===== src/rtl/rtc_pkg.sv =====
`default_nettype none
// ============================================================================
// Module   : rtc_pkg
// Purpose  : Shared definitions for the RTC time-setting controller: state
//            encoding, display field codes and BCD digit limits.
// Ports    : none (package)
// Revision : 1.0 - initial release
// ============================================================================
package rtc_pkg;

  // Controller states; explicit 3-bit encoding.
  typedef enum logic [2:0] {
    ST_RUN     = 3'd0,
    ST_SET_HR  = 3'd1,
    ST_SET_MIN = 3'd2,
    ST_SET_SEC = 3'd3,
    ST_COMMIT  = 3'd4
  } rtc_state_e;

  // Field codes presented to the display for blinking.
  localparam logic [1:0] FIELD_NONE = 2'd0;
  localparam logic [1:0] FIELD_HR   = 2'd1;
  localparam logic [1:0] FIELD_MIN  = 2'd2;
  localparam logic [1:0] FIELD_SEC  = 2'd3;

  // BCD limits for the two editable digit pairs.
  localparam logic [3:0] HR_MAX_T      = 4'd2;
  localparam logic [3:0] HR_MAX_U      = 4'd3;
  localparam logic [3:0] MIN_MAX_T     = 4'd5;
  localparam logic [3:0] MIN_MAX_U     = 4'd9;
  localparam logic [3:0] BCD_MAX_DIGIT = 4'd9;

  // Display field associated with a state.
  function automatic logic [1:0] field_of(input rtc_state_e st);
    logic [1:0] f;
    f = FIELD_NONE;
    case (st)
      ST_SET_HR:  f = FIELD_HR;
      ST_SET_MIN: f = FIELD_MIN;
      ST_SET_SEC: f = FIELD_SEC;
      default:    f = FIELD_NONE;
    endcase
    return f;
  endfunction

endpackage : rtc_pkg
`default_nettype wire


===== src/rtl/bcd_pair_inc.sv =====
`default_nettype none
// ============================================================================
// Module   : bcd_pair_inc
// Purpose  : Combinational two-digit BCD incrementer with a configurable
//            upper limit. The limit value and any illegal input (tens above
//            MAX_T, units above 9, or units above MAX_U when tens == MAX_T)
//            wrap to 00.
// Ports    : in_t/in_u   - current tens/units BCD digits
//            out_t/out_u - incremented tens/units BCD digits
// Revision : 1.0 - initial release
// ============================================================================
module bcd_pair_inc
  import rtc_pkg::*;
#(
  parameter logic [3:0] MAX_T = 4'd2,
  parameter logic [3:0] MAX_U = 4'd3
) (
  input  logic [3:0] in_t,
  input  logic [3:0] in_u,
  output logic [3:0] out_t,
  output logic [3:0] out_u
);

  logic w_illegal;
  logic w_at_max;

  always_comb begin
    w_illegal = (in_t > MAX_T) || (in_u > BCD_MAX_DIGIT) ||
                ((in_t == MAX_T) && (in_u > MAX_U));
    w_at_max  = (in_t == MAX_T) && (in_u == MAX_U);

    out_t = in_t;
    out_u = in_u + 4'd1;
    if (w_illegal || w_at_max) begin
      out_t = 4'd0;
      out_u = 4'd0;
    end else if (in_u == BCD_MAX_DIGIT) begin
      out_t = in_t + 4'd1;
      out_u = 4'd0;
    end
  end

endmodule : bcd_pair_inc
`default_nettype wire


===== src/rtl/rtc_set_ctrl.sv =====
`default_nettype none
// ============================================================================
// Module   : rtc_set_ctrl
// Purpose  : Time-setting controller for the BCD RTC counter chain. Freezes
//            the chain while the user edits hours/minutes/seconds in shadow
//            registers via two buttons, then commits with a one-cycle load.
// Ports    : clk_1hz, rst (sync, active-low)
//            btn_mode, btn_inc          - debounced level buttons
//            cur_{hrm,hrl,minm,minl,secm,secl} - live BCD time
//            tick_en                    - RTC count enable
//            load                       - one-cycle commit pulse
//            ld_{hrm,hrl,minm,minl,secm,secl}  - shadow BCD time
//            field                      - field being edited (0 none..3 sec)
// Revision : 1.0 - initial release
// ============================================================================
module rtc_set_ctrl
  import rtc_pkg::*;
#(
  parameter int TIMEOUT_S = 30
) (
  input  logic       clk_1hz,
  input  logic       rst,
  input  logic       btn_mode,
  input  logic       btn_inc,
  input  logic [3:0] cur_hrm,
  input  logic [3:0] cur_hrl,
  input  logic [3:0] cur_minm,
  input  logic [3:0] cur_minl,
  input  logic [3:0] cur_secm,
  input  logic [3:0] cur_secl,
  output logic       tick_en,
  output logic       load,
  output logic [3:0] ld_hrm,
  output logic [3:0] ld_hrl,
  output logic [3:0] ld_minm,
  output logic [3:0] ld_minl,
  output logic [3:0] ld_secm,
  output logic [3:0] ld_secl,
  output logic [1:0] field
);

  localparam int             IDLE_W    = $clog2(TIMEOUT_S + 1);
  // The abort fires on the edge where the counter would reach TIMEOUT_S,
  // i.e. TIMEOUT_S edges after the last button rise.
  localparam logic [IDLE_W-1:0] IDLE_LAST = IDLE_W'(TIMEOUT_S - 1);

  rtc_state_e        state_q, state_d;
  logic              mode_q, inc_q;
  logic [IDLE_W-1:0] idle_q, idle_d;
  logic              tick_en_q, tick_en_d;
  logic              load_q, load_d;
  logic [1:0]        field_q, field_d;
  logic [3:0]        hrm_q, hrl_q, minm_q, minl_q, secm_q, secl_q;
  logic [3:0]        hrm_d, hrl_d, minm_d, minl_d, secm_d, secl_d;

  logic              mode_rise, inc_rise, in_set;
  logic [3:0]        hr_inc_t, hr_inc_u, min_inc_t, min_inc_u;

  bcd_pair_inc #(
    .MAX_T (HR_MAX_T),
    .MAX_U (HR_MAX_U)
  ) u_hr_inc (
    .in_t  (hrm_q),
    .in_u  (hrl_q),
    .out_t (hr_inc_t),
    .out_u (hr_inc_u)
  );

  bcd_pair_inc #(
    .MAX_T (MIN_MAX_T),
    .MAX_U (MIN_MAX_U)
  ) u_min_inc (
    .in_t  (minm_q),
    .in_u  (minl_q),
    .out_t (min_inc_t),
    .out_u (min_inc_u)
  );

  always_comb begin
    mode_rise = btn_mode & ~mode_q;
    // Mode wins a simultaneous press; the inc edge is dropped.
    inc_rise  = btn_inc & ~inc_q & ~mode_rise;
    in_set    = (state_q == ST_SET_HR) || (state_q == ST_SET_MIN) ||
                (state_q == ST_SET_SEC);

    state_d = state_q;
    idle_d  = idle_q;
    hrm_d   = hrm_q;
    hrl_d   = hrl_q;
    minm_d  = minm_q;
    minl_d  = minl_q;
    secm_d  = secm_q;
    secl_d  = secl_q;

    // Inactivity abort: shared by all edit states, shadows left untouched.
    if (in_set) begin
      if (mode_rise || inc_rise) begin
        idle_d = '0;
      end else if (idle_q == IDLE_LAST) begin
        idle_d  = '0;
        state_d = ST_RUN;
      end else begin
        idle_d = idle_q + 1'b1;
      end
    end

    case (state_q)
      ST_RUN: begin
        if (mode_rise) begin
          hrm_d   = cur_hrm;
          hrl_d   = cur_hrl;
          minm_d  = cur_minm;
          minl_d  = cur_minl;
          secm_d  = cur_secm;
          secl_d  = cur_secl;
          idle_d  = '0;
          state_d = ST_SET_HR;
        end
      end
      ST_SET_HR: begin
        if (mode_rise) begin
          state_d = ST_SET_MIN;
        end else if (inc_rise) begin
          hrm_d = hr_inc_t;
          hrl_d = hr_inc_u;
        end
      end
      ST_SET_MIN: begin
        if (mode_rise) begin
          state_d = ST_SET_SEC;
        end else if (inc_rise) begin
          minm_d = min_inc_t;
          minl_d = min_inc_u;
        end
      end
      ST_SET_SEC: begin
        if (mode_rise) begin
          state_d = ST_COMMIT;
        end else if (inc_rise) begin
          secm_d = 4'd0;
          secl_d = 4'd0;
        end
      end
      ST_COMMIT: begin
        state_d = ST_RUN;
      end
      default: begin
        state_d = ST_RUN;
      end
    endcase

    // Outputs are registered from the next state so they line up with it.
    tick_en_d = (state_d == ST_RUN);
    load_d    = (state_d == ST_COMMIT);
    field_d   = field_of(state_d);
  end

  always_ff @(posedge clk_1hz) begin
    if (!rst) begin
      state_q   <= ST_RUN;
      // Held high so a button pressed through reset gives no edge.
      mode_q    <= 1'b1;
      inc_q     <= 1'b1;
      idle_q    <= '0;
      tick_en_q <= 1'b1;
      load_q    <= 1'b0;
      field_q   <= FIELD_NONE;
      hrm_q     <= 4'd0;
      hrl_q     <= 4'd0;
      minm_q    <= 4'd0;
      minl_q    <= 4'd0;
      secm_q    <= 4'd0;
      secl_q    <= 4'd0;
    end else begin
      state_q   <= state_d;
      mode_q    <= btn_mode;
      inc_q     <= btn_inc;
      idle_q    <= idle_d;
      tick_en_q <= tick_en_d;
      load_q    <= load_d;
      field_q   <= field_d;
      hrm_q     <= hrm_d;
      hrl_q     <= hrl_d;
      minm_q    <= minm_d;
      minl_q    <= minl_d;
      secm_q    <= secm_d;
      secl_q    <= secl_d;
    end
  end

  assign tick_en = tick_en_q;
  assign load    = load_q;
  assign field   = field_q;
  assign ld_hrm  = hrm_q;
  assign ld_hrl  = hrl_q;
  assign ld_minm = minm_q;
  assign ld_minl = minl_q;
  assign ld_secm = secm_q;
  assign ld_secl = secl_q;

endmodule : rtc_set_ctrl
`default_nettype wire


===== config.mk =====
export PLATFORM = sky130hd
export DESIGN_NAME = rtc_set_ctrl
export DESIGN_NICKNAME = d
export VERILOG_FILES = /design/src/rtl/rtc_pkg.sv /design/src/rtl/bcd_pair_inc.sv /design/src/rtl/rtc_set_ctrl.sv
export SDC_FILE = /design/constraint.sdc
export NUM_CORES = 1
export LEC_CHECK = 0
export CAP_MARGIN = 10
export CORE_MARGIN = 2
export CORE_UTILIZATION = 49
export DETAILED_ROUTE_END_ITERATION = 8
export PLACE_DENSITY = 0.83
export SETUP_SLACK_MARGIN = 0.3
export SYNTH_ARGS = -nofsm -noshare
export SYNTH_HDL_FRONTEND = slang
export SYNTH_HIERARCHICAL = 1
export SYNTH_SLANG_ARGS = --single-unit

===== constraint.sdc =====
create_clock -name clk_1hz -period 2.1 [get_ports clk_1hz]
set_input_delay 0.42 -clock clk_1hz [delete_from_list [all_inputs] [get_ports clk_1hz]]
set_output_delay 0.42 -clock clk_1hz [all_outputs]
set_load 0.02 [all_outputs]

---- Word-level counts from Yosys, hierarchy flattened ----
Cells that the tools add are included.
word-level totals
  flip-flop bits (word level) ............. 38
  input port bits ......................... 28
  output and inout port bits .............. 28
  word-level logic and storage cells ...... 118
cells by class
  $add $sub $neg .......................... 5
  magnitude comparators ................... 5
  eq/ne operators ......................... 22
  multiplexer cells ....................... 44
  bitwise logic cells ..................... 6
  reduce and logical (&&, ||, !) cells .... 23
operators with widths
  kind                 count
  $mux 4               24
  $pmux 4 s2           6
  $mux 5               5
  $mux 3               7
  $add 4x1->4 const B  4
  $ne 2x2->1 const B   7
  $eq 3x2->1 const B   4
  $pmux 3 s4           1
  $reduce_and 4->1     3
  $reduce_and 5->1     2
  $logic_or 1x1->1     9
  $eq 4x2->1 const B   2
  $eq 4x4->1 const B   2
  $gt 4x2->1 const B   2
  $gt 4x4->1 const B   2
  $eq 3x1->1 const B   2
  $logic_not 3->1      2
  $ne 3x1->1 const B   2
  $pmux 2 s3           1
  $reduce_bool 2->1    3
  $add 5x1->5 const B  1
  $eq 5x5->1 const B   1
  $eq 4x3->1 const B   1
  $gt 4x3->1 const B   1
  4 further kinds      11

---- Logic depth before layout (Yosys ltp) ----
Gate-level depths: netlist (run 1).
  depth after elaboration ................. 11
  mapped depth ............................ 8
  mapped depth without buffers ............ 8

---- By module ----
Netlist (run 1), hierarchy kept.
by module, submodules not included
  module                    instances  cells each  area each (sq um)  seq. area each (sq um)
  rtc_set_ctrl              1          171         1702.9             760.7
  bcd_pair_inc (u_min_inc)  1          41          294.0              0.0
  bcd_pair_inc (u_hr_inc)   1          31          200.2              0.0

---- Worst setup path before layout (run 1) ----
OpenSTA, ideal clock, no wires.
  path type ............................... register to register
  start point ............................. reg minm_q[1] (netlist: ld_minm[1])
  end point ............................... reg minm_q[1] (netlist: ld_minm[1])
  setup time .............................. 0.116 ns
  arrival time ............................ 1.738 ns
  path slack .............................. 0.246 ns
  stages on the path, launching flop included .. 9
  path buffers ............................ 0
  period minus slack after synthesis ...... 1.854 ns
  path through ............................ dfxtp_1 -> inv_1 -> ha_1 -> or3b_2 -> nand3_1 -> a21oi_1 -> mux2i_1 -> nand2_1 -> o211a_1
on the way
  cells in the longest elaborated chain, start to end .. 8
  elaborated cells on any way between the ends .. 15
  those cells by class .................... add/sub: 1; order compare: 1; eq/ne: 2; mux: 5; reduce/logical: 6
ends and longest elaborated chain
  item                                                          line                                                        source
  from (decl)                                                   rtc_set_ctrl.sv:53                                          logic [3:0] hrm_q, hrl_q, minm_q, minl_q, secm_q, secl_q;
  from (signal assigned)                                        rtc_set_ctrl.sv:184                                         minm_q <= minm_d;
  $gt 4x3->1 / $eq 4x3->1 (equally long branches)               bcd_pair_inc.sv:28, bcd_pair_inc.sv:29, bcd_pair_inc.sv:30
  $logic_or 1x1->1 / $logic_and 1x1->1 (equally long branches)  bcd_pair_inc.sv:28, bcd_pair_inc.sv:29
  $logic_or 1x1->1                                              bcd_pair_inc.sv:28                                          w_illegal = (in_t > MAX_T) || (in_u > BCD_MAX_DIGIT) ||
  $logic_or 1x1->1                                              bcd_pair_inc.sv:34                                          if (w_illegal || w_at_max) begin
  $mux 4 (*)                                                    bcd_pair_inc.sv:34
  via min_inc_t[1]                                              rtc_set_ctrl.sv:57                                          logic [3:0] hr_inc_t, hr_inc_u, min_inc_t, min_inc_u;
  $mux 4 (*)                                                    rtc_set_ctrl.sv:131                                         end else if (inc_rise) begin
  $mux 4 (*)                                                    rtc_set_ctrl.sv:129                                         if (mode_rise) begin
  $pmux 4 s2 (*)                                                rtc_set_ctrl.sv:107                                         case (state_q)
Mark *: on every way through the listed nets, which the timed path passes. The rest lies on a longest branch. The select of a mux whose other input is x is not followed.
A chain may end at the register's enable or synchronous reset.

---- Worst setup path in the final report (run 1) ----
  start point ............................. reg hrl_q[2] (netlist: ld_hrl[2])
  end point ............................... reg hrm_q[1] (netlist: ld_hrm[1])
on the way
  cells in the longest elaborated chain, start to end .. 8
  elaborated cells on any way between the ends .. 15
  those cells by class .................... order compare: 2; eq/ne: 3; mux: 4; reduce/logical: 6
ends and longest elaborated chain
  item                                                          line                                    source
  from (decl)                                                   rtc_set_ctrl.sv:53
  from (signal assigned)                                        rtc_set_ctrl.sv:183                     hrl_q <= hrl_d;
  $gt 4x4->1 / $gt 4x2->1 (equally long branches)               bcd_pair_inc.sv:28, bcd_pair_inc.sv:29
  $logic_or 1x1->1 / $logic_and 1x1->1 (equally long branches)  bcd_pair_inc.sv:28, bcd_pair_inc.sv:29
  $logic_or 1x1->1                                              bcd_pair_inc.sv:28
  $logic_or 1x1->1 (*)                                          bcd_pair_inc.sv:34
  $mux 4 (*)                                                    bcd_pair_inc.sv:34
  via hr_inc_t[1]                                               rtc_set_ctrl.sv:57
  $mux 4 (*)                                                    rtc_set_ctrl.sv:123                     end else if (inc_rise) begin
  $mux 4 (*)                                                    rtc_set_ctrl.sv:121                     if (mode_rise) begin
  $pmux 4 s2 (*)                                                rtc_set_ctrl.sv:107
  to (signal assigned)                                          rtc_set_ctrl.sv:182                     hrm_q <= hrm_d;
  to (decl)                                                     rtc_set_ctrl.sv:53
Marks and branches as above.

==> metrics.cfg, run 1 <==
[sta]
post-route-period-util=0.863
drv_slew=0
setup_viol=0
fin_crit_ns=1.81
setup_ws_ns=0.288
finalHoldViolations=0
rsz0062_at_grt=yes
setup_tns_ns=0
fin_worst_skew_ns=0.00845
fmax_ghz=0.552

[detailed_routing]
drt_first_pass_iters=4
drtIter0Drc=83
num_vias=2041
drc=0
wire_per_inst_um=14.3
ant_nets=0
via_per_inst=5.70
wl_um=5130

[yosys]
synth.yosys.seq_area_share=0.346
synth_xor_area_frac=0.0199
syn_inst=243
synth_fa_ha_area_frac=0.0399
ys_warn_count=6
synth_top_family_by_area=compound AO/OA/AOI/OAI gates
synthMuxAreaShare=0.0364
avgSynthCellArea_um2=9.04
synth_edf_count=0
synth_nets=278
synth-simple-area-share=0.224
ys.flop_type=dfxtp_1
synth_cell_types=62
ys_seq_elements=38
synth-async-reset-ratio=0
synth-compound-area-share=0.254
synth_area_mm2=0.00220

[pwr]
power.total_w=0.00175
p_leak_nw=1.21
ir_drop_v=0.000308
powerDensity_mw_per_mm2=585

[worst_setup_path]
crit_required_ns=2.33
end_kind=flip-flop
max_stage_delay_ns=0.56
ff2ff_path_depth=5
worstPathMaxFanout=7
cp_slowest_cell=a2111o_1
worst_ep_arrival_time_ns=2.04
start_kind=flip-flop
path_cells=a211o_1, a2111o_1, a2111oi_4, o221ai_1, a21oi_1
crit_type=flip-flop to flip-flop

[clock_network]
clock_path_buffers=2
htreeDepth=2
numCtsBuffers=5
cts_tree=done
cts_sinks=38
clockRootBuffer=clkbuf_8
path_clk_slew_ns=0.08
clock_latency_ns=0.29

[cells_and_area]
drive_gt1_frac=0.167
antenna_cells=0
fin_util=0.692
post-route-cell-area_mm2=0.00299
fillers=359
syn2layout_area_growth_pct=36.2
final_nets=341

[placement]
place_congestion=0.795
dpl.hpwl_um=3440
place_area_mm2=0.00276
numPortBuffers=55
place_ws_ns=0.0174

[run]
drv_cap=0

[die]
die_x_um=71.0
initial_core_util=0.508
die_area_mm2=0.00504
num_rows=24
ios=56
die_h_um=71.0
core_area_mm2=0.00432

[min_path]
hp-class=flip-flop to flip-flop
holdPathStages=1

[global_route]
grt_pass1_wl_um=8200
antenna_found_initial=0
grt_pass1_vias=1819
overflow=0
grt_max_degree=24
grt_usage=0.200

[outcome]
outcome=complete, no violations

## path summary, 6_finish.rpt
path	start	endpoint	slack, ns
worst max-delay path	ld_hrl[2]	ld_hrm[1]	0.29
worst min register to register	ld_secl[1]	ld_secl[1]	0.47
worst min-delay path	ld_secl[1]	ld_secl[1]	0.47
worst max register to register	ld_hrl[2]	ld_hrm[1]	0.29
## synth_stat cells (3+ instances only)
master    instances  share of area
a22o_1            9          0.036
nand3_1           6          0.014
ha_1              7          0.040
buf_6             6          0.031
inv_1            16          0.027
a21oi_1          22          0.050
nor3_1           12          0.027
xnor2_1           3          0.012
dfxtp_1          38           0.35
nand4_1           4          0.011
buf_2             3         0.0068
o221ai_1          8          0.032
o211ai_1          3          0.010
nor2_1           10          0.017
nand2_1          17          0.029
mux2i_1           8          0.036
o211a_1           8          0.036
nor2b_1           3         0.0085
o21ai_0           6          0.014
nand2b_1          6          0.017
## report_power, final
part	internal (W)	switching (W)	total (W)
clock network	0.000380	0.000251	0.000631
logic	0.000173	0.000159	0.000332
registers	0.000749	0.0000378	0.000787
total	0.00130	0.000448	0.00175
## flip-flops by register name (all words and copies together) (netlist names)
| register | count |
|---|---|
| mode_q | 1 |
| ld_minl | 4 |
| ld_minm | 4 |
| tick_en | 1 |
| inc_q | 1 |
| state_q | 3 |
| ld_hrl | 4 |
| field | 2 |
| ld_secl | 4 |
| load | 1 |
| ld_secm | 4 |
| idle_q | 5 |
| ld_hrm | 4 |
## routing by layer
| metal | vias up | part of all wire | global-route usage |
|---|---|---|---|
| li1 | 1021 | - | - |
| met1 | 939 | 0.46 | 0.257 |
| met2 | 71 | 0.47 | 0.325 |
| met3 | 10 | 0.057 | 0.0541 |
| met4 | 0 | 0.012 | 0.0692 |
| met5 | - | 0 | 0 |
## kinds of logic after synthesis
| group | count (synthesis) |
|---|---|
| AOI/OAI and AO/OA | 72 |
| xor gates and xnor gates | 5 |
| DFF | 38 |
| other | 1 |
| and+or+nand+nor | 82 |
| muxes | 8 |
| adders and majority gates | 7 |
| buffers and inverters | 30 |
## through the flow
stage / hold WS, ns / cells
floorplan: 0.502 / 243
global placement: 0.455 / 342
detailed placement: 0.454 / 342
CTS: 0.477 / 349
global route: 0.491 / 358
finish: 0.471 / 358
## critical path, delay by kind of cell, from the launching register on
kind           cells  cell delay [ns]
AO/OA/AOI/OAI      5             1.37
flip-flops         1             0.37
## final cells by class
class	count	area [um^2]	area share
repair buffers	70	657	0.220
flip-flops and latches	38	781	0.261
well taps	52	65.1	0.0217
clock inverters	1	30.0	0.0100
inverters	16	60.1	0.0201
clock buffers	6	82.6	0.0276
multi-input cells	175	1320	0.440
## placed cells by master, fill, tap and decap left out, types with 3 or more instances in the layout
| cell type | synthesis | routed |
|---|---|---|
| dlygate4sd2_1 | 0 | 7 |
| nor3_1 | 12 | 11 |
| dfxtp_2 | 0 | 4 |
| xnor2_1 | 3 | 3 |
| clkbuf_8 | 0 | 6 |
| nand4_1 | 4 | 4 |
| o221ai_1 | 8 | 8 |
| nand2b_1 | 6 | 6 |
| o21ai_0 | 6 | 6 |
| nor2b_1 | 3 | 3 |
| ha_1 | 7 | 5 |
| o211a_1 | 8 | 8 |
| inv_1 | 16 | 15 |
| dfxtp_4 | 0 | 4 |
| a22o_1 | 9 | 9 |
| buf_4 | 2 | 15 |
| o211ai_1 | 3 | 3 |
| a21oi_1 | 22 | 22 |
| dfxtp_1 | 38 | 30 |
| mux2i_1 | 8 | 8 |
| clkdlybuf4s50_1 | 0 | 47 |
| nand3_1 | 6 | 6 |
| nor2_1 | 10 | 10 |
| nand2_1 | 17 | 17 |
## repair_timing
action	in CTS	in global routing
gates cloned	0	0
pin swaps	0	4
endpoints found under the setup margin	17	15
gates resized for setup	12	14
hold buffers	0	0
endpoints found under the hold margin	0	0
setup buffers	0	9
No activity file was read; power rests on OpenSTA's default activity.
==> run 2, diff against run 1 <==
--- a/config.mk
+++ b/config.mk
@@ -5,7 +5,7 @@
 export SDC_FILE = /design/constraint.sdc
 export NUM_CORES = 1
 export LEC_CHECK = 0
-export CAP_MARGIN = 10
+export CAP_MARGIN = 25
 export CORE_MARGIN = 2
 export CORE_UTILIZATION = 49
 export DETAILED_ROUTE_END_ITERATION = 8
@@ -15,3 +15,4 @@
 export SYNTH_HDL_FRONTEND = slang
 export SYNTH_HIERARCHICAL = 1
 export SYNTH_SLANG_ARGS = --single-unit
+export TNS_END_PERCENT = 1
==> run 2 against run 1 <==
Clock skew down 0.0034 ns. Combinational power down 4%. Clock power down 26%. Cell area down 3.6%. Cell count down 0.84%. Register-to-register slack about the same. Wire length down 0.16%. First-iteration DRC count up 40%. Maximum frequency down 2.9%. Utilization down 2.5 points. Critical path depth down 4. Critical path type is now flip-flop to primary output.
==> metrics.cfg, run 2 (synthesis results as in run 1) <==
[outcome]
outcome=complete, no violations

[cells_and_area]
layout_commonest_cell=clkdlybuf4s50_1
final_nets=338  ; -0.88%
largest_register_ffs=5  ; unchanged
layout_common_cells=clkdlybuf4s50_1, dfxtp_1, a21oi_1
drive_gt1_frac=0.135  ; -0.0314
post-route-cell-area_mm2=0.00289  ; -3.6%
antenna_cells=0  ; unchanged
syn2layout_area_growth_pct=31.3
regMostFlops=idle_q

[die]
die_x_um=71.0  ; unchanged
num_rows=24  ; unchanged
ios=56  ; unchanged
core_area_mm2=0.00432  ; unchanged
die_area_mm2=0.00504  ; unchanged
die_h_um=71.0  ; unchanged
initial_core_util=0.508  ; unchanged

[global_route]
overflow=0  ; unchanged
grt_max_degree=24  ; unchanged
grt_pass1_wl_um=8260  ; +0.67%
antenna_found_initial=0  ; unchanged
grt_usage=0.201  ; +0.00125
grt_pass1_vias=1851  ; +1.8%

[worst_setup_path]
end_kind=primary output
worstPathMaxFanout=9  ; +2
max_stage_delay_ns=0.67  ; +0.11 ns
worst_ep_arrival_time_ns=1.45  ; -0.59 ns
crit_cells=1  ; -4
crit_type=flip-flop to primary output
ff2ff_path_depth=8  ; +3
start_kind=flip-flop
cp_slowest_cell=clkdlybuf4s50_1
crit_required_ns=1.68  ; -0.65 ns
path_cells=clkdlybuf4s50_1
cp.buffers_inverters=1  ; +1
crit_family=buffers and inverters

[sta]
setup_tns_ns=0  ; unchanged
fmax_ghz=0.536  ; -2.9%
fin_worst_skew_ns=0.00501  ; -0.00345 ns
tightest_slew_ns=0.571
fin_crit_ns=1.87  ; +0.0539 ns
rsz0062_at_grt=yes
post-route-period-util=0.889  ; +0.0257
setup_viol=0  ; unchanged
finalHoldViolations=0  ; unchanged
drv_slew=0  ; unchanged
slew_headroom=0.619

[min_path]
hp-class=flip-flop to flip-flop
holdPathStages=1  ; unchanged

[clock_network]
cts_sinks=38  ; unchanged
clockRootBuffer=clkbuf_8
htreeDepth=2  ; unchanged
ctsHoldBuffers=0  ; unchanged
path_clk_slew_ns=0.07  ; about the same
clock_path_buffers=2  ; unchanged
numCtsBuffers=5  ; unchanged
clock_latency_ns=0.29  ; about the same
cts_tree=done

[placement]
dpl.hpwl_um=3710  ; +7.9%
place_congestion=0.834  ; +4.9%
place_area_mm2=0.00278  ; +0.86%
numPortBuffers=55  ; unchanged

[detailed_routing]
drc=0  ; unchanged
wl_um=5120  ; -0.16%
ant_nets=0  ; unchanged
wire_per_inst_um=14.4  ; +0.69%
drt_first_pass_iters=4  ; unchanged
via_per_inst=5.68  ; -0.29%
num_vias=2018  ; -1.1%
drtIter0Drc=116  ; +40%

[pwr]
p_leak_nw=1.13  ; -6.8%
powerDensity_mw_per_mm2=544  ; -7.0%
ir_drop_v=0.000296  ; -4.0%

[run]
drv_cap=0  ; unchanged

==> run 2: final cells by class <==
class | count | area [um^2]
clock buffers | 5 | 68.8
clock inverters | 2 | 10.0
fillers | 380 | 1440
inverters | 16 | 60.1
multi-input cells | 175 | 1270
flip-flops and latches | 38 | 771
well taps | 52 | 65.1
repair buffers | 67 | 639
==> run 2: metrics by stage <==
stage / total power (W) / hold WS [ns] / instances / util / worst slack (ns)
3_3_place_gp: 0.00111 / 0.457 / 346 / 0.643 / 0.0706
4_1_cts: 0.00158 / 0.475 / 353 / 0.661 / 0.231
2_1_floorplan: 0.000985 / 0.502 / 243 / - / 0.284
3_5_place_dp: 0.00112 / 0.456 / 346 / 0.643 / 0.0187
6_report: 0.00157 / 0.472 / 355 / 0.667 / 0.234
5_1_grt: 0.00164 / 0.489 / 355 / 0.667 / 0.190
==> run 2: power by group <==
group          internal (W)  switching [W]  total, W
clock              0.000223       0.000242  0.000464
combinational      0.000167       0.000151  0.000318
sequential         0.000750      0.0000376  0.000787
==> run 2: path summary, 6_finish.rpt <==
kind,from,end,slack [ns]
setup / recovery,ld_minl[1],ld_minl[1],0.23
hold reg to reg,ld_secm[3],ld_secm[3],0.47
hold / removal,ld_secm[3],ld_secm[3],0.47
setup reg to reg,ld_minm[1],ld_minm[1],0.29
==> run 2: layer usage <==
metal  vias to the layer above  global-route usage  share of wire
met5                         -                   0              0
met4                         0              0.0734          0.013
met3                         6              0.0370          0.048
met2                        54               0.341           0.48
met1                       941               0.256           0.46
li1                       1017                   -              -
==> run 2: what timing repair did <==
| action | in CTS | in global routing |
|---|---|---|
| setup endpoints to repair | 13 | 22 |
| gates resized for setup | 2 | 5 |
| pin swaps | 0 | 1 |
| buffers inserted | 0 | 2 |
